<file path="config.mk">
export PLATFORM = sky130hd
export DESIGN_NAME = carbon_boot_copier_flat
export DESIGN_NICKNAME = d
export VERILOG_FILES = /design/src/rtl/carbon_boot_copier_if.sv /design/src/rtl/carbon_boot_copier.sv /design/src/flat_wrapper.sv
export SDC_FILE = /design/constraint.sdc
export NUM_CORES = 1
export LEC_CHECK = 0
export CAP_MARGIN = 20
export CORE_MARGIN = 3
export CORE_UTILIZATION = 38
export DETAILED_ROUTE_END_ITERATION = 10
export MAX_ROUTING_LAYER = met4
export PLACE_DENSITY = 0.8
export SETUP_SLACK_MARGIN = 0.15
export SLEW_MARGIN = 25
export SYNTH_ARGS = -nofsm -noshare
export SYNTH_HDL_FRONTEND = slang
export SYNTH_SLANG_ARGS = --single-unit
</file>
<file path="constraint.sdc">
create_clock -name clk -period 2.1 [get_ports clk]
set_input_delay 0.42 -clock clk [delete_from_list [all_inputs] [get_ports clk]]
set_output_delay 0.42 -clock clk [all_outputs]
set_load 0.05 [all_outputs]
</file>
<file path="src/rtl/carbon_boot_copier_if.sv">
// Carbon fabric constants and the request/response interface.
// One request and one response channel, each with a valid/ready handshake.
package carbon_fabric_pkg;
    localparam int FAB_ADDR_W = 32;
    localparam int FAB_DATA_W = 32;
    localparam int FAB_CODE_W = 2;
    localparam int FAB_ID_W   = 4;
    localparam int FAB_ATTR_W = 4;
    localparam int FAB_OP_W   = 2;
    localparam int FAB_SIZE_W = 3;

    localparam logic [FAB_OP_W-1:0] CARBON_FABRIC_XACT_READ  = 2'd0;
    localparam logic [FAB_OP_W-1:0] CARBON_FABRIC_XACT_WRITE = 2'd1;

    localparam logic [FAB_CODE_W-1:0] CARBON_FABRIC_RESP_OK           = 2'd0;
    localparam logic [FAB_CODE_W-1:0] CARBON_FABRIC_RESP_DECODE_ERR   = 2'd1;
    localparam logic [FAB_CODE_W-1:0] CARBON_FABRIC_RESP_ACCESS_FAULT = 2'd2;
endpackage

interface fabric_if;
    import carbon_fabric_pkg::*;

    logic                    req_valid;
    logic                    req_ready;
    logic [FAB_ADDR_W-1:0]   req_addr;
    logic [FAB_OP_W-1:0]     req_op;
    logic [FAB_SIZE_W-1:0]   req_size;
    logic [FAB_ATTR_W-1:0]   req_attr;
    logic [FAB_ID_W-1:0]     req_id;
    logic [FAB_DATA_W-1:0]   req_wdata;
    logic [FAB_DATA_W/8-1:0] req_wstrb;
    logic                    rsp_valid;
    logic                    rsp_ready;
    logic [FAB_DATA_W-1:0]   rsp_rdata;
    logic [FAB_CODE_W-1:0]   rsp_code;
    logic [FAB_ID_W-1:0]     rsp_id;

    modport master (
        output req_valid, req_addr, req_op, req_size, req_attr,
        output req_id, req_wdata, req_wstrb, rsp_ready,
        input  req_ready, rsp_valid, rsp_rdata, rsp_code, rsp_id
    );

    modport slave (
        input  req_valid, req_addr, req_op, req_size, req_attr,
        input  req_id, req_wdata, req_wstrb, rsp_ready,
        output req_ready, rsp_valid, rsp_rdata, rsp_code, rsp_id
    );
endinterface

</file>
<file path="src/rtl/carbon_boot_copier.sv">
// Boot-time ROM->RAM copier; keeps the CPU in reset until the image is in RAM.
// Define CARBON_BOOTCOPY_VERIFY_EN to read back and compare every written word.
module carbon_boot_copier
    import carbon_fabric_pkg::*;
#(
    parameter logic [31:0] SRC_ADDR   = 32'h0000_0000,
    parameter logic [31:0] DST_ADDR   = 32'h0001_0000,
    parameter int          COPY_BYTES = 256,
    parameter bit          AUTO_START = 1'b1
) (
    input  logic                  clk,
    input  logic                  rst,
    input  logic                  start,
    fabric_if.master              bus,
    output logic                  cpu_rst_hold,
    output logic                  done,
    output logic                  error,
    output logic [31:0]           err_addr,
    output logic [FAB_CODE_W-1:0] err_code
);
    localparam int W      = FAB_DATA_W;
    localparam int BPW    = W / 8;
    localparam int NWORDS = (COPY_BYTES + BPW - 1) / BPW;
    localparam int IW     = (NWORDS > 0) ? $clog2(NWORDS + 1) : 1;
    localparam int REM    = COPY_BYTES % BPW;

    localparam logic [BPW-1:0] FULL_STRB = '1;
    localparam logic [BPW-1:0] LAST_STRB =
        (REM != 0) ? BPW'((1 << REM) - 1) : FULL_STRB;

    typedef enum logic [3:0] {
        IDLE,
        RD_REQ,
        RD_RSP,
        WR_REQ,
        WR_RSP,
`ifdef CARBON_BOOTCOPY_VERIFY_EN
        VF_REQ,
        VF_RSP,
`endif
        DONE,
        ERROR
    } state_e;

    state_e                state_q, state_d;
    logic [IW-1:0]         idx_q, idx_d;
    logic [W-1:0]          wdata_q, wdata_d;
    logic                  hold_q, hold_d;
    logic                  done_q, done_d;
    logic                  error_q, error_d;
    logic [31:0]           err_addr_q, err_addr_d;
    logic [FAB_CODE_W-1:0] err_code_q, err_code_d;

    logic [31:0]           offs;
    logic [31:0]           cur_addr;
    logic [BPW-1:0]        cur_strb;
    logic                  is_last;
    logic                  rsp_bad;
    logic                  fail;
    logic                  adv;
    logic [FAB_CODE_W-1:0] fail_code;

    assign offs     = 32'(idx_q) << $clog2(BPW);
    assign is_last  = (32'(idx_q) == 32'(NWORDS - 1));
    assign cur_strb = is_last ? LAST_STRB : FULL_STRB;
    assign cur_addr = (state_q == RD_REQ || state_q == RD_RSP)
                    ? SRC_ADDR + offs : DST_ADDR + offs;
    // A foreign response id is handled exactly like a bad response code.
    assign rsp_bad  = (bus.rsp_code != CARBON_FABRIC_RESP_OK)
                   || (bus.rsp_id != '0);

`ifdef CARBON_BOOTCOPY_VERIFY_EN
    logic [W-1:0] vf_mask;
    logic         vf_mismatch;

    always_comb begin
        vf_mask = '0;
        for (int b = 0; b < BPW; b++) begin
            vf_mask[8*b +: 8] = {8{cur_strb[b]}};
        end
    end

    assign vf_mismatch = |((bus.rsp_rdata ^ wdata_q) & vf_mask);
`endif

    always_comb begin
        bus.req_valid = 1'b0;
        bus.rsp_ready = 1'b0;
        bus.req_addr  = cur_addr;
        bus.req_op    = CARBON_FABRIC_XACT_READ;
        bus.req_size  = FAB_SIZE_W'($clog2(BPW));
        bus.req_attr  = '0;
        bus.req_id    = '0;
        bus.req_wdata = '0;
        bus.req_wstrb = '0;
        unique case (state_q)
            IDLE:   bus.rsp_ready = 1'b1;
            RD_REQ: bus.req_valid = 1'b1;
            RD_RSP: bus.rsp_ready = 1'b1;
            WR_REQ: begin
                bus.req_valid = 1'b1;
                bus.req_op    = CARBON_FABRIC_XACT_WRITE;
                bus.req_wdata = wdata_q;
                bus.req_wstrb = cur_strb;
            end
            WR_RSP: bus.rsp_ready = 1'b1;
`ifdef CARBON_BOOTCOPY_VERIFY_EN
            VF_REQ: bus.req_valid = 1'b1;
            VF_RSP: bus.rsp_ready = 1'b1;
`endif
            default: ;
        endcase
    end

    always_comb begin
        state_d    = state_q;
        idx_d      = idx_q;
        wdata_d    = wdata_q;
        hold_d     = hold_q;
        done_d     = done_q;
        error_d    = error_q;
        err_addr_d = err_addr_q;
        err_code_d = err_code_q;
        fail       = 1'b0;
        fail_code  = bus.rsp_code;
        adv        = 1'b0;
        unique case (state_q)
            IDLE: begin
                if (AUTO_START || start) begin
                    if (NWORDS == 0) begin
                        state_d = DONE;
                        done_d  = 1'b1;
                        hold_d  = 1'b0;
                    end else begin
                        state_d = RD_REQ;
                    end
                end
            end
            RD_REQ: if (bus.req_ready) state_d = RD_RSP;
            RD_RSP: begin
                if (bus.rsp_valid) begin
                    if (rsp_bad) begin
                        fail = 1'b1;
                    end else begin
                        wdata_d = bus.rsp_rdata;
                        state_d = WR_REQ;
                    end
                end
            end
            WR_REQ: if (bus.req_ready) state_d = WR_RSP;
            WR_RSP: begin
                if (bus.rsp_valid) begin
                    if (rsp_bad) begin
                        fail = 1'b1;
                    end else begin
`ifdef CARBON_BOOTCOPY_VERIFY_EN
                        state_d = VF_REQ;
`else
                        adv = 1'b1;
`endif
                    end
                end
            end
`ifdef CARBON_BOOTCOPY_VERIFY_EN
            VF_REQ: if (bus.req_ready) state_d = VF_RSP;
            VF_RSP: begin
                if (bus.rsp_valid) begin
                    if (rsp_bad) begin
                        fail = 1'b1;
                    end else if (vf_mismatch) begin
                        fail      = 1'b1;
                        fail_code = '0;
                    end else begin
                        adv = 1'b1;
                    end
                end
            end
`endif
            default: ;
        endcase
        if (fail) begin
            state_d    = ERROR;
            error_d    = 1'b1;
            err_addr_d = cur_addr;
            err_code_d = fail_code;
        end
        if (adv) begin
            idx_d = idx_q + IW'(1);
            if (is_last) begin
                state_d = DONE;
                done_d  = 1'b1;
                hold_d  = 1'b0;
            end else begin
                state_d = RD_REQ;
            end
        end
    end

    always_ff @(posedge clk) begin
        if (rst) begin
            state_q    <= IDLE;
            idx_q      <= '0;
            wdata_q    <= '0;
            hold_q     <= 1'b1;
            done_q     <= 1'b0;
            error_q    <= 1'b0;
            err_addr_q <= '0;
            err_code_q <= '0;
        end else begin
            state_q    <= state_d;
            idx_q      <= idx_d;
            wdata_q    <= wdata_d;
            hold_q     <= hold_d;
            done_q     <= done_d;
            error_q    <= error_d;
            err_addr_q <= err_addr_d;
            err_code_q <= err_code_d;
        end
    end

    assign cpu_rst_hold = hold_q;
    assign done         = done_q;
    assign error        = error_q;
    assign err_addr     = err_addr_q;
    assign err_code     = err_code_q;
endmodule

</file>
<file path="src/flat_wrapper.sv">
// flat-port wrapper written by rule: the top's interface ports become plain ports
module carbon_boot_copier_flat import carbon_fabric_pkg::*;
#(
    parameter logic [31:0] SRC_ADDR   = 32'h0000_0000,
    parameter logic [31:0] DST_ADDR   = 32'h0001_0000,
    parameter int          COPY_BYTES = 256,
    parameter bit          AUTO_START = 1'b1
)
  (clk, rst, start, cpu_rst_hold, done, error, err_addr, err_code, bus_req_valid, bus_req_addr, bus_req_op, bus_req_size, bus_req_attr, bus_req_id, bus_req_wdata, bus_req_wstrb, bus_rsp_ready, bus_req_ready, bus_rsp_valid, bus_rsp_rdata, bus_rsp_code, bus_rsp_id);
  fabric_if bus_i ();
  input  logic clk;
  input  logic rst;
  input  logic start;
  output logic cpu_rst_hold;
  output logic done;
  output logic error;
  output logic [31:0] err_addr;
  output logic [FAB_CODE_W-1:0] err_code;
  output wire logic [$bits(bus_i.req_valid)-1:0] bus_req_valid;
  output wire logic [$bits(bus_i.req_addr)-1:0] bus_req_addr;
  output wire logic [$bits(bus_i.req_op)-1:0] bus_req_op;
  output wire logic [$bits(bus_i.req_size)-1:0] bus_req_size;
  output wire logic [$bits(bus_i.req_attr)-1:0] bus_req_attr;
  output wire logic [$bits(bus_i.req_id)-1:0] bus_req_id;
  output wire logic [$bits(bus_i.req_wdata)-1:0] bus_req_wdata;
  output wire logic [$bits(bus_i.req_wstrb)-1:0] bus_req_wstrb;
  output wire logic [$bits(bus_i.rsp_ready)-1:0] bus_rsp_ready;
  input wire logic [$bits(bus_i.req_ready)-1:0] bus_req_ready;
  input wire logic [$bits(bus_i.rsp_valid)-1:0] bus_rsp_valid;
  input wire logic [$bits(bus_i.rsp_rdata)-1:0] bus_rsp_rdata;
  input wire logic [$bits(bus_i.rsp_code)-1:0] bus_rsp_code;
  input wire logic [$bits(bus_i.rsp_id)-1:0] bus_rsp_id;
  assign bus_req_valid = bus_i.req_valid;
  assign bus_req_addr = bus_i.req_addr;
  assign bus_req_op = bus_i.req_op;
  assign bus_req_size = bus_i.req_size;
  assign bus_req_attr = bus_i.req_attr;
  assign bus_req_id = bus_i.req_id;
  assign bus_req_wdata = bus_i.req_wdata;
  assign bus_req_wstrb = bus_i.req_wstrb;
  assign bus_rsp_ready = bus_i.rsp_ready;
  assign bus_i.req_ready = bus_req_ready;
  assign bus_i.rsp_valid = bus_rsp_valid;
  assign bus_i.rsp_rdata = bus_rsp_rdata;
  assign bus_i.rsp_code = bus_rsp_code;
  assign bus_i.rsp_id = bus_rsp_id;
  carbon_boot_copier #(.SRC_ADDR(SRC_ADDR), .DST_ADDR(DST_ADDR), .COPY_BYTES(COPY_BYTES), .AUTO_START(AUTO_START)) u_core (.clk(clk), .rst(rst), .start(start), .bus(bus_i), .cpu_rst_hold(cpu_rst_hold), .done(done), .error(error), .err_addr(err_addr), .err_code(err_code));
endmodule
</file>
==> impl_metrics.csv, run 1 <==
group,metric,value,unit
route,viasPerCell,4.399,
place,io_buffers,101,
critical_path,cp-startpoint,"u_core.state_q[0]$_SDFFE_PP0P_",
timing,rsz0062_at_grt,"yes",
global_route,grt-ovfl-total,0,
clock_network,htreeDepth,2,
route,dr.pass1.iters,4,
synth,yosysWarnings,0,
power,p_per_area,738.1,mW/mm2
floorplanning,die_y,92.49,um
layout,final_net_count,471,
layout,layout_common_cells,"conb_1 (60), nor2_1 (52), dfxtp_1 (52)",
floorplanning,io_pins,163,
worst_hold_path,hp-class,"reg2reg",
floorplanning,dieWidth,92.49,um
timing,slew_headroom,60.63,%
floorplanning,start_util,40.50,%
global_route,grt_pass1_vias,2250,
layout,area_delta_synth_final,60.74,%
global_route,grt_use_total,15.68,%
critical_path,crit_path_start_kind,"flop",
clock_network,cts_tree,"built",
outcome,status,"completed",
synth,ys_seq_elements,55,
route,antenna_left,0,
timing,drv_slew,0,
floorplanning,core,0.007019,mm2
global_route,antenna_found_initial,0,
run,cap_violations,0,
route,wirelength,7030,um
synth,ys.flop_type,"dfxtp_1",
route,vias,2305,
synth,synth.avg_cell_area,8.968,um2
clock_network,cts_sinks,55,
worst_hold_path,min_from,"u_core.done$_SDFFE_PP0P_",
floorplanning,dieArea,0.008554,mm2
clock_network,cts.clk_slew.worst_paths,90,ps
timing,setup_ws,176.7,ps
timing,final-setup-viol-count,0,
route,drc,0,
critical_path,cp-end-kind,"output port",
critical_path,arrival,1500,ps
global_route,grt_max_degree,56,
critical_path,worstSetupPathType,"reg2out",
timing,fmaxAchievable,0.5200,GHz
floorplanning,rows,30,
synth,yosysUniqueCellTypes,37,
synth,syn_area,0.002843,mm2
place,place_hpwl,4902,um
power,ir_drop,416.8,uV
clock_network,cts_buffers,5,
clock_network,root_buffer,"clkbuf_8",
layout,final_cell_area,0.004569,mm2
clock_network,ctsHoldBuffers,0,
clock_network,worstSkewPairLatency,300,ps
route,drt_iter0_drc,87,
global_route,grt_pass1_wl,10720,um
timing,finalCritPeriodShare,91.58,%
place,dpl_worst_slack,-202.2,ps
critical_path,reg2reg_from,"u_core.state_q[1]$_SDFFE_PP0P_",
critical_path,required,1680,ps
synth,ys_async_sr_fraction,0,%
timing,period_needed,1923,ps
clock_network,ctsLongestPathBuffers,2,
timing,tightest_slew,590.6,ps
timing,finClkSkew,5.716,ps
route,wire_per_inst,13.42,um
layout,mostFrequentLayoutCell,"conb_1",
layout,layout-drive-gt1-share,27.57,%
synth,synth_cells,317,
timing,fin_hold_ws,459.4,ps
synth,synth_edf_count,0,
power,leakage,2.184,nW
place,place_area,0.004180,mm2
timing,timing.final.hold_violations,0,
synth,ys_seq_area_share,38.73,%
layout,diodes,0,
critical_path,path_max_fanout,5,
place,gp_congestion,0.8083,
## layout make-up
type | count | area (um2)
sequential | 55 | 1105
fill | 554 | 2450
multi-input combinational | 235 | 1505
inverter | 5 | 21.27
clock buffer | 6 | 72.57
tap | 96 | 120.1
timing repair buffer | 125 | 1685
clock inverter | 2 | 60.06
## synth_stat cells (2+ instances only)
cell type	n	area [um2]
nand2_1	6	22.52
conb_1	2	7.510
a31oi_1	2	12.51
buf_4	64	480.5
dfxtp_1	55	1101
mux2i_1	42	420.4
xor2_1	5	43.79
xnor2_1	2	17.52
nand4_1	4	25.02
a21oi_1	6	30.03
and2_1	33	206.5
inv_1	5	18.77
buf_2	7	35.03
clkbuf_1	8	30.03
nor2_1	52	195.2
and3_1	3	18.77
## cell families (layout without fill, tap and decap cells)
group                      after synthesis  count (layout)  share of synthesized area (%)
DFF                                     55              55                          38.73
muxes                                   42              42                          14.79
AOI/OAI and AO/OA                       16              16                          3.654
xor gates and xnor gates                 7               7                          2.157
buffers and inverters                   85             138                          19.98
other                                    2              60                         0.2642
and+or+nand+nor                        108             108                          19.63
adders and majority gates                2               2                         0.7922
## stage by stage
step / TNS, ps / util (%) / std cells / power (mW)
after CTS: 0 / 62.69 / 518 / 3.263
final: 0 / 65.10 / 524 / 3.373
after global placement: -526.1 / 59.55 / 504 / 2.326
after global routing: 0 / 65.10 / 524 / 3.524
after floorplan: 0 / - / 375 / 2.073
after detailed placement: -980.1 / 59.55 / 504 / 2.343
## state kept, by name, indices dropped and copies added, names as in the netlist
| name | count |
|---|---|
| u_core.state_q | 3 |
| u_core.error | 1 |
| u_core.err_addr | 8 |
| u_core.done | 1 |
| u_core.wdata_q | 32 |
| u_core.err_code | 2 |
| u_core.cpu_rst_hold | 1 |
| u_core.idx_q | 7 |
## critical path, cell delays in order (launching register included)
cell	delay [ps]
dfxtp_2	360
inv_4	40
nor3_4	210
buf_6	170
clkbuf_16	150
and2_4	150
buf_12	130
## worst paths after layout
path,end,slack [ps],cells after the start
min,u_core.done$_SDFFE_PP0P_,460,2
max reg2reg,u_core.wdata_q[20]$_SDFFE_PP0P_,450,6
max,bus_req_wdata[28],180,6
min reg2reg,u_core.done$_SDFFE_PP0P_,460,2
## routing by layer
metal / GRT usage (%) / share of wire, %
met3: 4.062 / 8.2
met5: - / 0
met4: 2.970 / 0.46
met1: 17.90 / 41
met2: 27.85 / 51
## power breakdown
group | total [mW] | internal (mW) | leakage (nW) | switching [mW]
Clock | 0.816 | 0.477 | 0.0654 | 0.339
Sequential | 1.14 | 1.09 | 0.445 | 0.0513
Combinational | 1.41 | 0.554 | 1.67 | 0.859
## timing repair
item                                    in CTS  in global routing
gates resized for setup                     23                 35
setup buffers                                5                  2
endpoints found under the setup margin      40                 40
pin swaps                                    1                 17
cloned                                       1                  4
Power figures use the tool's default switching activity.
==> run 2: changes to the inputs <==
--- a/config.mk
+++ b/config.mk
@@ -5,12 +5,11 @@
 export SDC_FILE = /design/constraint.sdc
 export NUM_CORES = 1
 export LEC_CHECK = 0
-export CAP_MARGIN = 20
 export CORE_MARGIN = 3
 export CORE_UTILIZATION = 38
 export DETAILED_ROUTE_END_ITERATION = 10
 export MAX_ROUTING_LAYER = met4
-export PLACE_DENSITY = 0.8
+export PLACE_DENSITY_LB_ADDON = 0.08
 export SETUP_SLACK_MARGIN = 0.15
 export SLEW_MARGIN = 25
 export SYNTH_ARGS = -nofsm -noshare
==> run 2 against run 1 <==
Net effect:
- cell area about the same
- clock power decreased by 10%
- critical endpoint is now bus_req_wdata[9]
- register-to-register slack got worse by 170 ps
- clock skew increased by 3.8 ps
- critical path depth unchanged
- combinational power increased by 4%
- sequential power about the same
- worst setup slack got worse by 21 ps
- first-iteration DRC count decreased by 34%
- clock-buffer cell count unchanged
- utilization about the same
- non-clock buffer count increased by 2
- highest routed layer unchanged
==> impl_metrics.csv, run 2 (synthesis gave the netlist of run 1 again) <==
group,metric,value,unit
outcome,status,"completed",
critical_path,worstSetupPathType,"reg2out",
floorplanning,dieWidth,92.49,um
layout,area_delta_synth_final,60.65,%
clock_network,htreeDepth,2,
power,clkPwrFrac,21.9,%
layout,layout_common_cells,"conb_1 (60), nor2_1 (52), clkdlybuf4s50_1 (52), dfxtp_1 (52), mux2i_1 (42)",
timing,final-setup-viol-count,0,
clock_network,root_buffer,"clkbuf_8",
clock_network,worstSkewPairLatency,300,ps
route,wirelength,7121,um
layout,mostFrequentLayoutCell,"conb_1",
timing,timing.final.hold_violations,0,
layout,layout-drive-gt1-share,27.91,%
timing,finalCritPeriodShare,92.60,%
route,antenna_left,0,
timing,slew_headroom,64.28,%
floorplanning,rows,30,
clock_network,cts_tree,"built",
route,wl_met2,3522,um
layout,area.sequential,0.001105,mm2
floorplanning,start_util,40.50,%
run,cap_violations,0,
critical_path,required,1680,ps
route,drc,0,
worst_hold_path,hp-class,"reg2reg",
place,gp_congestion,0.7918,
layout,largest_reg_flops,32,
layout,final_net_count,473,
place,io_buffers,101,
route,highest_layer,"met4",
power,p_per_area,732.2,mW/mm2
clock_network,ctsLongestPathBuffers,2,
timing,finClkSkew,9.537,ps
place,dp_cells,504,
power,ir_drop,500.3,uV
power,seqPwrFrac,34.3,%
layout,nFillCells,571,
floorplanning,dieArea,0.008554,mm2
power,p_int,2.073,mW
timing,drv_slew,0,
power,p_switching,1.271,mW
layout,multi_input_area,0.001500,mm2
route,wire_per_inst,13.54,um
layout,diodes,0,
global_route,grt_max_degree,33,
floorplanning,core,0.007019,mm2
global_route,grt_pass1_wl,10560,um
critical_path,arrival,1520,ps
route,vias,2287,
power,combPwrFrac,43.9,%
route,dr.pass1.iters,4,
timing,fmaxAchievable,0.5143,GHz
floorplanning,die_y,92.49,um
clock_network,cts.clk_slew.worst_paths,90,ps
power,sw_frac_of_total,38.00,%
route,drt_iter0_drc,57,
layout,regMostFlops,"u_core.wdata_q",
critical_path,rrSetupSlack,280,ps
place,place_hpwl,4851,um
timing,tns,0,ps
route,drt-met1-wl,3104,um
timing,tightest_slew,534.9,ps
critical_path,path_max_fanout,5,
layout,instances_no_fill,526,
route,route.met3.wl,476,um
timing,fin_hold_ws,453.7,ps
timing,rsz0062_at_grt,"yes",
clock_network,cts_sinks,55,
floorplanning,io_pins,163,
critical_path,cp-end-kind,"output port",
power,leakage,2.172,nW
clock_network,ctsHoldBuffers,0,
route,viasPerCell,4.348,
global_route,grt_pass1_vias,2167,
timing,period_needed,1944,ps
global_route,grt_use_total,15.70,%
global_route,antenna_found_initial,0,
clock_network,cts_buffers,5,
global_route,grt-ovfl-total,0,
critical_path,crit_path_start_kind,"flop",
run 2: cell count changes in the layout (fill, tap and decap cells not counted), sizes merged:
cell	previous run	this run
buf	62	64
bufinv	2	1
dlymetal6s2s	2	1
clkdlybuf4s50	51	52
clkinv	0	1
run 2: power by group through the flow:
stage | clock network [mW] | logic [mW] | registers (mW)
4_1_cts | 0.763 | 1.31 | 1.14
3_3_place_gp | 0 | 1.21 | 1.16
5_1_grt | 0.799 | 1.54 | 1.15
6_report | 0.731 | 1.47 | 1.15
3_5_place_dp | 0 | 1.22 | 1.16
2_1_floorplan | 0 | 0.888 | 1.18
run 2: through the flow:
step / util (%) / worst slack (ps) / area [um2] / total power, mW
6_report: 65.06 / 155.5 / 4567 / 3.344
5_1_grt: 65.06 / 71.04 / 4567 / 3.495
4_1_cts: 62.44 / 109.8 / 4383 / 3.214
3_5_place_dp: 59.73 / -93.71 / 4193 / 2.381
3_3_place_gp: 59.73 / -76.02 / 4193 / 2.370
2_1_floorplan: - / 104.8 / 3100 / 2.073
run 2: layer usage:
| metal | global-route usage [%] | vias to the layer above |
|---|---|---|
| met5 | - | - |
| met4 | 2.970 | 0 |
| met3 | 3.574 | 2 |
| met2 | 26.71 | 101 |
| met1 | 19.21 | 1051 |
| li1 | - | 1133 |
run 2: path summary, 6_finish.rpt:
kind,from,endpoint,cells after the start
max,u_core.state_q[0]$_SDFFE_PP0P_,bus_req_wdata[9],6
min,u_core.done$_SDFFE_PP0P_,u_core.done$_SDFFE_PP0P_,2
max reg2reg,u_core.state_q[1]$_SDFFE_PP0P_,u_core.state_q[2]$_SDFFE_PP0P_,6
min reg2reg,u_core.done$_SDFFE_PP0P_,u_core.done$_SDFFE_PP0P_,2
run 2: area by class of cell:
class                           instances  area share [%]
Timing Repair Buffer                  127           37.29
Multi-Input combinational cell        235           32.85
Sequential cell                        55           24.19
Tap cell                               96           2.630
Clock buffer                            6           1.808
Clock inverter                          2          0.7671
Inverter                                5          0.4658
run 2: critical path, cell delays in order (launching register included):
cell	delay [ps]
dfxtp_2	360
inv_4	40
nor3_4	210
buf_6	180
clkbuf_16	150
and2_4	150
buf_12	130
run 2: timing repair:
item,in CTS,in global routing
setup buffers,5,4
cloned,1,4
pin swaps,1,22
setup endpoints to repair,39,37
gates resized for setup,15,39
==> run 3: changes to the inputs <==
--- a/config.mk
+++ b/config.mk
@@ -9,7 +9,7 @@
 export CORE_UTILIZATION = 38
 export DETAILED_ROUTE_END_ITERATION = 10
 export MAX_ROUTING_LAYER = met4
-export PLACE_DENSITY_LB_ADDON = 0.08
+export PLACE_DENSITY_LB_ADDON = 0.05
 export SETUP_SLACK_MARGIN = 0.15
 export SLEW_MARGIN = 25
 export SYNTH_ARGS = -nofsm -noshare
==> constraint.sdc (replaced) <==
create_clock -name clk -period 2.1 [get_ports clk]
set_input_delay 0.63 -clock clk [delete_from_list [all_inputs] [get_ports clk]]
set_output_delay 0.63 -clock clk [all_outputs]
set_load 0.05 [all_outputs]
==> run 3 against run 2 <==
Net effect:
- the flow now finishes with violations (negative setup slack)
- utilization is 0.23 points higher
- fmax is 9.6% lower
- cell area is 0.36% higher
- via count is 1.1% higher
- clock skew is 3.6 ps lower
- worst setup slack worse by 210 ps
- critical path depth stayed put
- highest routed layer unchanged
==> impl_metrics.csv, run 3 (synthesis gave the netlist of run 1 again) <==
group,metric,value,unit
outcome,status,"complete, but fails checks",
outcome,failed_checks,"negative setup slack",
timing,rsz0062_at_grt,"yes",
critical_path,arrival,1520,ps
layout,mostFrequentLayoutCell,"conb_1",
critical_path,required,1470,ps
route,dr.pass1.iters,4,
timing,fin_hold_ws,458.4,ps
worst_hold_path,hp-class,"reg2reg",
layout,final_net_count,478,
clock_network,cts_sinks,55,
floorplanning,die_y,92.49,um
place,place_hpwl,4865,um
global_route,grt_use_total,16.27,%
clock_network,root_buffer,"clkbuf_8",
global_route,grt-ovfl-total,0,
critical_path,cp-endpoint,"bus_req_wdata[7]",
critical_path,cp-end-kind,"output port",
timing,finClkSkew,5.974,ps
critical_path,r2r_end,"u_core.err_code[0]$_SDFFE_PP0P_",
route,drc,0,
critical_path,path_max_fanout,5,
layout,area.sequential,0.001105,mm2
route,vias,2313,
timing,fmaxAchievable,0.4650,GHz
layout,layout_common_cells,"conb_1 (60), dfxtp_1 (52), nor2_1 (51)",
global_route,grt_pass1_vias,2130,
floorplanning,dieWidth,92.49,um
run,cap_violations,0,
route,viasPerCell,4.356,
critical_path,rrSetupSlack,410,ps
route,antenna_left,0,
layout,final_cell_area,0.004583,mm2
layout,utilization,65.29,%
timing,final-setup-viol-count,36,
power,p_total,3.332,mW
critical_path,crit_path_start_kind,"flop",
timing,timing.final.hold_violations,0,
critical_path,reg2reg_from,"u_core.state_q[2]$_SDFFE_PP0P_",
timing,setup_ws,-50.33,ps
clock_network,cts_buffers,5,
power,p_per_area,727.1,mW/mm2
layout,nFillCells,609,
layout,largest_reg_flops,32,
timing,tightest_slew,628.6,ps
clock_network,worstSkewPairLatency,310,ps
route,drt_iter0_drc,114,
layout,diodes,0,
clock_network,cts_tree,"built",
timing,period_needed,2150,ps
layout,area_delta_synth_final,61.22,%
layout,layout-drive-gt1-share,33.10,%
floorplanning,io_pins,163,
clock_network,htreeDepth,2,
floorplanning,rows,30,
route,wirelength,7246,um
power,ir_drop,358.6,uV
clock_network,ctsHoldBuffers,0,
place,place_area,0.004215,mm2
timing,drv_slew,0,
place,io_buffers,101,
place,dpl_worst_slack,-339.9,ps
timing,finalCritPeriodShare,102.4,%
layout,instances_no_fill,531,
critical_path,worstSetupPathType,"reg2out",
critical_path,cp-startpoint,"u_core.state_q[0]$_SDFFE_PP0P_",
global_route,grt_max_degree,33,
timing,tns,-982.6,ps
timing,slew_headroom,58.10,%
route,wire_per_inst,13.65,um
global_route,antenna_found_initial,0,
floorplanning,core,0.007019,mm2
place,dp_cells,508,
clock_network,ctsLongestPathBuffers,2,
floorplanning,dieArea,0.008554,mm2
global_route,grt_pass1_wl,10790,um
power,leakage,2.211,nW
clock_network,cts.clk_slew.worst_paths,100,ps
layout,multi_input_area,0.001519,mm2
place,gp_congestion,0.7717,
layout,regMostFlops,"u_core.wdata_q",
floorplanning,start_util,40.50,%
critical_path,ff2ff_path_depth,7,
-- run 3: cell type report --
type,instances,share of cell area (%)
repair buffers,132,37.89
multi-input cells,235,33.14
flip-flops and latches,55,24.11
well taps,96,2.621
clock buffers,7,1.665
inverters,5,0.4641
clock inverters,1,0.1092
-- run 3: how the worst min path moves through the flow --
stage                                            endpoint  cells after the start  slack, ps                       startpoint
after floorplan           u_core.wdata_q[10]$_SDFFE_PP0P_                      2        450  u_core.wdata_q[10]$_SDFFE_PP0P_
after global placement           u_core.done$_SDFFE_PP0P_                      2        440         u_core.done$_SDFFE_PP0P_
after detailed placement         u_core.done$_SDFFE_PP0P_                      2        440         u_core.done$_SDFFE_PP0P_
after CTS                        u_core.done$_SDFFE_PP0P_                      2        460         u_core.done$_SDFFE_PP0P_
after global routing             u_core.done$_SDFFE_PP0P_                      2        500         u_core.done$_SDFFE_PP0P_
final                            u_core.done$_SDFFE_PP0P_                      2        460         u_core.done$_SDFFE_PP0P_
-- run 3: critical path, stage by stage, from the launching register on --
cell	delay, ps
dfxtp_2	360
inv_4	50
nor3_4	200
buf_6	170
clkbuf_16	150
and2_4	140
buf_12	130
-- run 3: layer usage --
layer  GRT usage, %  wire [um]  up-vias
li1               -          -     1141
met2          26.34       3481      100
met1          19.22       3051     1066
met4          4.455         75        0
met3          5.686        638        6
met5              -          0        -
-- run 3: report_power, final --
part	internal, mW	leakage, nW	switching (mW)
clock network	0.235	0.0422	0.342
registers	1.09	0.445	0.0315
logic	0.691	1.72	0.939
-- run 3: what timing repair did --
| action | 4_1_cts | 5_1_grt |
|---|---|---|
| gates cloned | 3 | 3 |
| resized for setup | 26 | 23 |
| buffers inserted | 6 | 3 |
| endpoints found under the setup margin | 66 | 74 |
| pin swaps | 12 | 24 |
